$ cat config.mk
export PLATFORM = sky130hd
export DESIGN_NAME = fetch_unit_l2
export DESIGN_NICKNAME = d
export VERILOG_FILES = /design/src/rtl/fetch_unit_l2_pkg.sv /design/src/rtl/fetch_unit_l2_fetch_buffer.sv /design/src/rtl/fetch_unit_l2.sv
export SDC_FILE = /design/constraint.sdc
export NUM_CORES = 1
export LEC_CHECK = 0
export ABC_AREA = 1
export BUFFER_PORTS_ARGS = -buffer_cell sky130_fd_sc_hd__buf_2
export CAP_MARGIN = 20
export CORE_ASPECT_RATIO = 0.75
export CORE_MARGIN = 4
export CORE_UTILIZATION = 45
export DETAILED_ROUTE_END_ITERATION = 10
export GPL_TIMING_DRIVEN = 0
export PLACE_DENSITY = 0.66
export REMOVE_ABC_BUFFERS = 1
export SYNTH_ARGS = -nofsm -noshare
export SYNTH_HDL_FRONTEND = slang
export SYNTH_SLANG_ARGS = --single-unit
$ cat constraint.sdc
create_clock -name clk -period 5.8 [get_ports clk]
set_input_delay 1.16 -clock clk [delete_from_list [all_inputs] [get_ports clk]]
set_output_delay 1.16 -clock clk [all_outputs]
set_load 0.03 [all_outputs]
$ cat src/rtl/fetch_unit_l2_pkg.sv
// Shared widths and PC arithmetic for the fetch unit.
// Contents: address/instruction widths, PC step, next_pc() helper.
package fetch_unit_l2_pkg;

    localparam int unsigned ADDR_W = 32;
    localparam int unsigned INST_W = 32;

    localparam logic [ADDR_W-1:0] PC_STEP = 32'd4;

    // Sequential fetch address; wraps modulo 2^32.
    function automatic logic [ADDR_W-1:0] next_pc(input logic [ADDR_W-1:0] pc);
        return pc + PC_STEP;
    endfunction

endpackage

$ cat src/rtl/fetch_unit_l2_fetch_buffer.sv
// Parameterized synchronous FIFO with push/pop/flush and occupancy count.
// Ports:
//   clk, rst      clock, synchronous active-high reset
//   push_i        write push_data_i at tail (dropped if full and not popping)
//   push_data_i   entry to enqueue
//   pop_i         remove head (ignored when empty)
//   flush_i       empty the FIFO; overrides push/pop in the same cycle
//   head_o        current head entry (stale when empty)
//   count_o       number of valid entries
module fetch_unit_l2_fetch_buffer #(
    parameter int unsigned p_width = 64,
    parameter int unsigned p_depth = 2
) (
    input  logic                           clk,
    input  logic                           rst,
    input  logic                           push_i,
    input  logic [p_width-1:0]             push_data_i,
    input  logic                           pop_i,
    input  logic                           flush_i,
    output logic [p_width-1:0]             head_o,
    output logic [$clog2(p_depth+1)-1:0]   count_o
);

    localparam int unsigned CNT_W = $clog2(p_depth + 1);
    localparam int unsigned PTR_W = (p_depth > 1) ? $clog2(p_depth) : 1;

    logic [p_width-1:0] mem_q [p_depth];
    logic [PTR_W-1:0]   rd_ptr_q, rd_ptr_d;
    logic [PTR_W-1:0]   wr_ptr_q, wr_ptr_d;
    logic [CNT_W-1:0]   count_q, count_d;
    logic               do_push, do_pop;

    // Pointer advance with wrap for non-power-of-two depths.
    function automatic logic [PTR_W-1:0] ptr_inc(input logic [PTR_W-1:0] p);
        return (p == PTR_W'(p_depth - 1)) ? '0 : p + PTR_W'(1);
    endfunction

    assign do_pop  = pop_i && (count_q != '0);
    // A full FIFO still accepts a push when the head leaves in the same cycle.
    assign do_push = push_i && ((count_q != CNT_W'(p_depth)) || do_pop);

    // Next-state for pointers and occupancy.
    always_comb begin
        rd_ptr_d = rd_ptr_q;
        wr_ptr_d = wr_ptr_q;
        count_d  = count_q;
        if (flush_i) begin
            rd_ptr_d = '0;
            wr_ptr_d = '0;
            count_d  = '0;
        end else begin
            if (do_pop) begin
                rd_ptr_d = ptr_inc(rd_ptr_q);
            end
            if (do_push) begin
                wr_ptr_d = ptr_inc(wr_ptr_q);
            end
            count_d = count_q + CNT_W'(do_push) - CNT_W'(do_pop);
        end
    end

    // Control state register.
    always_ff @(posedge clk) begin
        if (rst) begin
            rd_ptr_q <= '0;
            wr_ptr_q <= '0;
            count_q  <= '0;
        end else begin
            rd_ptr_q <= rd_ptr_d;
            wr_ptr_q <= wr_ptr_d;
            count_q  <= count_d;
        end
    end

    // Storage array; contents need no reset since count gates validity.
    always_ff @(posedge clk) begin
        if (do_push && !flush_i) begin
            mem_q[wr_ptr_q] <= push_data_i;
        end
    end

    assign head_o  = mem_q[rd_ptr_q];
    assign count_o = count_q;

endmodule

$ cat src/rtl/fetch_unit_l2.sv
// In-order single-fetch front end with squash support.
// Issues PC-sequential requests to instruction memory, buffers responses,
// tags each instruction with a sequence number and hands it to decode.
// A squash redirects the PC, flushes buffered instructions and marks
// in-flight responses as wrong-path so they are discarded on return.
// Ports:
//   clk, rst                    clock, synchronous active-high reset
//   mem_req_val/rdy/addr        request channel to instruction memory
//   mem_resp_val/rdy/data       in-order response channel (rdy tied high)
//   d_val/rdy/inst/pc/seq_num   F->D handshake towards decode
//   squash_val/target/seq_num   redirect notification from decode/issue
module fetch_unit_l2
    import fetch_unit_l2_pkg::*;
#(
    parameter logic [ADDR_W-1:0] p_rst_addr      = 32'h200,
    parameter int unsigned       p_seq_num_bits  = 5,
    parameter int unsigned       p_max_in_flight = 2
) (
    input  logic                      clk,
    input  logic                      rst,

    output logic                      mem_req_val,
    input  logic                      mem_req_rdy,
    output logic [ADDR_W-1:0]         mem_req_addr,

    input  logic                      mem_resp_val,
    output logic                      mem_resp_rdy,
    input  logic [INST_W-1:0]         mem_resp_data,

    output logic                      d_val,
    input  logic                      d_rdy,
    output logic [INST_W-1:0]         d_inst,
    output logic [ADDR_W-1:0]         d_pc,
    output logic [p_seq_num_bits-1:0] d_seq_num,

    input  logic                      squash_val,
    input  logic [ADDR_W-1:0]         squash_target,
    input  logic [p_seq_num_bits-1:0] squash_seq_num
);

    localparam int unsigned CNT_W = $clog2(p_max_in_flight + 1);
    localparam int unsigned SUM_W = CNT_W + 1;
    localparam int unsigned SEQ_W = p_seq_num_bits;
    localparam int unsigned ENT_W = INST_W + ADDR_W;

    typedef struct packed {
        logic [INST_W-1:0] inst;
        logic [ADDR_W-1:0] pc;
    } fetch_entry_t;

    logic [ADDR_W-1:0] pc_q, pc_d;
    logic [SEQ_W-1:0]  seq_q, seq_d;
    logic [CNT_W-1:0]  drop_q, drop_d;

    logic [CNT_W-1:0]  outstanding;
    logic [CNT_W-1:0]  buf_count;
    logic [ADDR_W-1:0] resp_pc;
    fetch_entry_t      push_entry;
    fetch_entry_t      head_entry;

    logic req_xfer, resp_xfer, resp_keep, d_xfer;

    // Request side: issue only while in-flight plus buffered stays below the cap.
    assign mem_req_val  = !rst && !squash_val &&
                          ((SUM_W'(outstanding) + SUM_W'(buf_count)) < SUM_W'(p_max_in_flight));
    assign mem_req_addr = pc_q;
    assign req_xfer     = mem_req_val && mem_req_rdy;

    // Response side: squash-cycle and wrong-path responses are never buffered.
    assign mem_resp_rdy = 1'b1;
    assign resp_xfer    = mem_resp_val;
    assign resp_keep    = resp_xfer && !squash_val && (drop_q == '0);

    assign push_entry.inst = mem_resp_data;
    assign push_entry.pc   = resp_pc;

    // Deliver side.
    assign d_val     = !rst && !squash_val && (buf_count != '0);
    assign d_inst    = head_entry.inst;
    assign d_pc      = head_entry.pc;
    assign d_seq_num = seq_q;
    assign d_xfer    = d_val && d_rdy;

    // PC of every accepted request, popped by its response (kept or dropped);
    // its occupancy is therefore the outstanding-request count.
    fetch_unit_l2_fetch_buffer #(
        .p_width (ADDR_W),
        .p_depth (p_max_in_flight)
    ) u_pc_queue (
        .clk         (clk),
        .rst         (rst),
        .push_i      (req_xfer),
        .push_data_i (pc_q),
        .pop_i       (resp_xfer),
        .flush_i     (1'b0),
        .head_o      (resp_pc),
        .count_o     (outstanding)
    );

    // Right-path instructions awaiting decode; flushed on squash.
    fetch_unit_l2_fetch_buffer #(
        .p_width (ENT_W),
        .p_depth (p_max_in_flight)
    ) u_inst_buf (
        .clk         (clk),
        .rst         (rst),
        .push_i      (resp_keep),
        .push_data_i (push_entry),
        .pop_i       (d_xfer),
        .flush_i     (squash_val),
        .head_o      (head_entry),
        .count_o     (buf_count)
    );

    // Next-state for PC, sequence number and wrong-path drop count.
    always_comb begin
        pc_d   = pc_q;
        seq_d  = seq_q;
        drop_d = drop_q;
        if (squash_val) begin
            pc_d   = squash_target;
            seq_d  = squash_seq_num + SEQ_W'(1);
            // Everything still in flight after this cycle's response is wrong-path.
            drop_d = outstanding - CNT_W'(resp_xfer);
        end else begin
            if (req_xfer) begin
                pc_d = next_pc(pc_q);
            end
            if (d_xfer) begin
                seq_d = seq_q + SEQ_W'(1);
            end
            if (resp_xfer && (drop_q != '0)) begin
                drop_d = drop_q - CNT_W'(1);
            end
        end
    end

    // State register.
    always_ff @(posedge clk) begin
        if (rst) begin
            pc_q   <= p_rst_addr;
            seq_q  <= '0;
            drop_q <= '0;
        end else begin
            pc_q   <= pc_d;
            seq_q  <= seq_d;
            drop_q <= drop_d;
        end
    end

endmodule
# Yosys cells after proc, flatten, opt, wreduce, memory -nomap -nowiden
# Memory sizes are Yosys's and may differ from the RTL's. A register that Yosys moved wholly into a read port is not among the register bits.
# Cells that the tools add are included.
# word_totals
elab_cells,71
register_bits,47
ramBits,192
out_inout_bits,104
input_bits,75
memories,2
# memory_table
memory,words,width,read_ports,rd_ports_with_merged_regs,wr,line,source
u_inst_buf.mem_q,2,64,1,1,1,fetch_unit_l2_fetch_buffer.sv:27,logic [p_width-1:0] mem_q [p_depth];
u_pc_queue.mem_q,2,32,1,1,1,fetch_unit_l2_fetch_buffer.sv:27,
# classes
n_addsub,14
reduce_logical,25
muxes,18
n_lt_le_gt_ge,1
eq_ne,2
# ops
op,n
32-bit two-way mux,2
32-bit by 3-bit adder with 32-bit output (second input constant),1
1-bit logical AND,13
1-bit two-way mux,12
2-bit nonzero test,6
5-bit by 1-bit adder with 5-bit output (second input constant),2
5-bit two-way mux,2
2-bit by 1-bit subtractor with 2-bit output,3
1-bit adder (second input constant),4
2-bit by 1-bit adder with 2-bit output,2
2-bit two-way mux,2
2-bit != test (second input constant),2
2-bit by 2-bit adder with 3-bit output,1
3-bit by 2-bit < comparator with 1-bit output (second input constant),1
1-bit zero test,2
2-bit zero test,1
1-bit logical OR,2
2-bit OR reduction,1
2-bit by 1-bit subtractor with 2-bit output (second input constant),1

# Longest topological paths before layout
# logic_depth
depth_word,10
mapped_depth,12
depth_no_buf,11

# Modules after synthesis
# From an unflattened synthesis, not the netlist that was laid out.
# unflattened
hier_cells,821
hier_area_um2,10665.2
# modules_own_cells
mod,cells_per_inst,area_each_um2,seq_area_each_um2,instances
fetch_unit_l2_fetch_buffer (u_inst_buf),232,5157.4,3943.8,1
fetch_unit_l2,456,2805.2,780.7,1
fetch_unit_l2_fetch_buffer (u_pc_queue),133,2702.6,2021.9,1

# Worst setup path after synthesis
# OpenSTA, ideal clock, no wires.
# synth_path
path_type,in2reg
start,in rst
end,mem u_inst_buf.mem_q[1][0] (enable)
t_arrival_ns,4.325
required_ns,5.312
setup_ns,0.488
stages,5
setup_slack_ns,0.987
path_cell_list,nor2_4 -> nand3_1 -> nand3_1 -> nand2_1 -> nor2_1
# synth_via
elab_chain_len,10
# synth_rtl
element,line,source
start: declaration,fetch_unit_l2.sv:20,"input logic rst,"
1-bit zero test,fetch_unit_l2.sv:78,assign d_val = !rst && !squash_val && (buf_count != '0);
1-bit logical AND (2 in series),fetch_unit_l2.sv:78,
1-bit logical AND,fetch_unit_l2.sv:82,assign d_xfer = d_val && d_rdy;
1-bit logical AND,fetch_unit_l2_fetch_buffer.sv:38,assign do_pop = pop_i && (count_q != '0);
1-bit logical OR,fetch_unit_l2_fetch_buffer.sv:40,assign do_push = push_i && ((count_q != CNT_W'(p_depth)) || do_pop);
1-bit logical AND,fetch_unit_l2_fetch_buffer.sv:40,
1-bit logical AND,fetch_unit_l2_fetch_buffer.sv:77,if (do_push && !flush_i) begin
1-bit two-way mux,fetch_unit_l2_fetch_buffer.sv:77,
1-bit two-way mux (not written as such),fetch_unit_l2_fetch_buffer.sv:78,mem_q[wr_ptr_q] <= push_data_i;
end: declaration,fetch_unit_l2_fetch_buffer.sv:27,
# No other way between the ends.

# Worst setup path in the final report
# layout_path
start,in squash_val
end,out mem_req_val
# layout_via
elab_chain_len,3
# layout_rtl
element,line,source
start: declaration,fetch_unit_l2.sv:36,"input logic squash_val,"
1-bit zero test,fetch_unit_l2.sv:64,assign mem_req_val = !rst && !squash_val &&
1-bit logical AND (2 in series),fetch_unit_l2.sv:64,
end: declaration,fetch_unit_l2.sv:22,"output logic mem_req_val,"
# No other way between the ends.

==> flow_summary_export.csv <==
group,metric,value,unit
sta,slew_headroom,39.4,%
finish,drive_gt1_share,34.8,%
critical_path,crit_family,"buffers and inverters",
cts,cts_max_level,1,
route,postRouteWirelength,22000,microns
finish,antennaDiodeCount,0,
cts,path_clk_slew,0.07,ns
critical_path,worst_ep_required_time,4.64,ns
sta,min_period,3.60,ns
critical_path,path_class,"in -> out",
critical_path,end_kind,"primary output",
yosys,ys.flop_type,"edfxtp_1",
grt,grtUsageTotal,17.5,%
floorplan,coreArea,22100,sq um
route,viasPerCell,4.98,
cts,cts_root_buf,"clkbuf_16",
route,drc,0,
sta,drv_slew,0,
floorplan,rows,47,
cts,cts_tree,"done",
sta,grt_setup_unrepaired,"no",
yosys,syn_area_per_cell,12.6,sq um
sta,setup_viol,0,
floorplan,dieArea,24900,sq um
sta,worstMarginPinSlew,0.909,ns
cts,cts_buffers,24,
cts,cts_hold_buf,0,
run_status,status,"complete, no violations",
yosys,ys_types,41,
grt,grt_max_degree,41,
route,drtAntennaViolNets,0,
yosys,yosys_warnings,0,
power_and_ir_drop,ir_worst_vdd,0.255,mV
finish,area_growth,20.5,%
placement,port_buffers,177,
cts,clk_path_buf_depth,3,
grt,overflow,0,
critical_path,path_cells,"buf_2 -> nor2_4 -> inv_1 -> nor3_1 -> buf_2",
yosys,synthCells,802,
min_path,hp-class,"reg -> reg",
critical_path,crit_path_max_fanout,40,
critical_path,critPathLaunchType,"input port",
route,wl_per_cell,16.9,microns
sta,finalClockSkew,0.0130,ns
route,first_pass_iters,5,
yosys,yosys_register_bits,241,
route,drt_iter0_markers,361,
cts,cts-resized-gates,0,
sta,hold_viol,0,
grt,antenna_found_initial,1,
critical_path,max_stage_delay,0.68,ns
floorplan,fp.dieH,138,microns
critical_path,cp_slowest_cell,"buf_2",
yosys,async_flop_share,0,%
job,maxCapViolCount,0,
power_and_ir_drop,pwr_density_cell,333,nW/um^2
finish,final-instance-count-excl-fill,1299,
critical_path,arrival,2.44,ns
sta,finalCritPeriodShare,62.0,%
critical_path,cp_num_buf_inv,3,
grt,grt_pass1_wl,34500,microns
critical_path,cp_common_cell,"buf_2",
cts,post_cts_buffers,0,
floorplan,start_util,45.8,%
yosys,syn-cell-area,10100,sq um
cts,clock-sinks,241,
sta,max_freq,278,MHz
placement,dpl.cell_count,1256,
floorplan,design.portCount,179,
yosys,yosysSeqAreaShare,66.7,%
yosys,synth-edff-count,192,
route,num_vias,6475,
power_and_ir_drop,total_power,4.06,mW
grt,grt_pass1_vias,6314,
cts,clk_latency,0.52,ns
finish,layout.nets,1072,
power_and_ir_drop,leakage,4.66,nW
placement,dp_hpwl,15000,microns
floorplan,die_width,181,microns
placement,place.gp.congestion,0.830,
[worst register-to-register path, stage by stage, from the launching register on]
cell	delay (ns)
dfxtp_1	0.48
fa_1	0.47
nor2_1	0.21
nand3_4	0.19
a31oi_1	0.32
inv_1	0.17
nor2_4	0.54
buf_16	0.25
[metrics by stage]
| stage | util [%] | setup TNS, ns | instance area [sq um] | hold WS [ns] | worst slack (ns) |
|---|---|---|---|---|---|
| after global routing | 55.2 | 0 | 12200 | 0.494 | 2.08 |
| after detailed placement | 51.9 | 0 | 11500 | 0.452 | 2.04 |
| after global placement | 50.9 | -203.31 | 11200 | 0.437 | -1.60 |
| after CTS | 55.2 | 0 | 12200 | 0.467 | 2.20 |
| after floorplan | - | 0 | 9980 | 0.426 | 0.987 |
| final | 55.2 | 0 | 12200 | 0.480 | 2.20 |
[routing by layer]
metal	GRT usage [%]	wire [microns]	share of wire, %	vias up
met5	0	13	0.059	-
met4	4.17	429	1.9	2
met2	28.5	9960	45	198
li1	-	-	-	3173
met3	3.04	1330	6.1	42
met1	24.9	10300	47	3060
[cell families (layout without fill, tap and decap cells)]
| group | after synthesis | in the layout | synth area share [%] |
|---|---|---|---|
| XOR/XNOR | 12 | 12 | 1.04 |
| adder cells (fa/ha/maj) | 9 | 9 | 1.19 |
| other | 1 | 1 | 0.0371 |
| flip-flops | 241 | 241 | 66.7 |
| multiplexers | 96 | 96 | 10.7 |
| buffers and inverters | 102 | 305 | 4.16 |
| AND/OR/NAND/NOR | 260 | 260 | 11.8 |
| AO/OA/AOI/OAI | 81 | 81 | 4.32 |
[cells in the final DEF, fill, tap and decap left out, drive strengths merged, types with 3 or more instances in the layout]
cell type	n
a21oi	29
clkinv	14
ha	8
clkbuf	27
inv	78
nand3	43
edfxtp	192
and2	3
mux2	96
buf	185
xnor2	7
xor2	5
a31oi	8
nand2	145
nor2	60
dfxtp	49
o21ai	37
nor3	3
[cells in the mapped netlist (2+ instances only)]
master	count	area (sq um)
inv_1	73	274
nand2_4	2	22.5
o21ai_1	3	15.0
nor3_1	3	15.0
nor2_2	6	37.5
nand3_1	42	210
buf_4	3	22.5
nor2_4	9	101
dfxtp_1	49	981
o21ai_0	33	165
nand4_1	2	12.5
nand2_2	4	25.0
a31oi_1	8	50.1
or2_2	2	12.5
a21oi_1	29	145
o211ai_1	2	15.0
nor2_1	44	165
mux2_1	2	22.5
xnor2_1	7	61.3
edfxtp_1	192	5770
buf_2	19	95.1
o21bai_1	2	15.0
clkbuf_1	2	7.51
mux2_2	94	1060
xor2_1	5	43.8
inv_2	3	11.3
ha_1	8	100
nand2_1	139	522
and2_1	3	18.8
[layout make-up]
| cell class | count | area [sq um] |
|---|---|---|
| fillers | 1854 | 9870 |
| clock inverters | 16 | 93.8 |
| clock buffers | 27 | 632 |
| repair buffers | 185 | 1080 |
| multi-input cells | 459 | 2970 |
| well taps | 294 | 368 |
| inverters | 77 | 292 |
| flip-flops and latches | 241 | 6750 |
[state kept, by name, summed over array words and instances (netlist names), named ones only]
register,flops
d_seq_num,5
drop_q,2
mem_req_addr,32
u_inst_buf.count_o,2
u_inst_buf.mem_q,128
u_inst_buf.rd_ptr_q,1
u_inst_buf.wr_ptr_q,1
u_pc_queue.count_o,2
u_pc_queue.mem_q,64
u_pc_queue.rd_ptr_q,1
u_pc_queue.wr_ptr_q,1
[worst paths after layout]
path / from / end / slack [ns] / depth (start not counted)
min: u_pc_queue.rd_ptr_q$_SDFFE_PP0P_ / register / 0.48 / 1
min reg2reg: u_pc_queue.rd_ptr_q$_SDFFE_PP0P_ / register / 0.48 / 1
max reg2reg: u_pc_queue.count_o[1]$_SDFF_PP0_ / u_pc_queue.mem_q[1][19]$_DFFE_PP_ / 2.87 / 7
max: squash_val / mem_req_val / 2.20 / 5
[power by group]
group          switching (mW)  internal [mW]
Clock                   0.630          0.785
Sequential             0.0757           2.00
Combinational           0.350          0.217
Note: power is estimated with default switching activity, not from simulation.
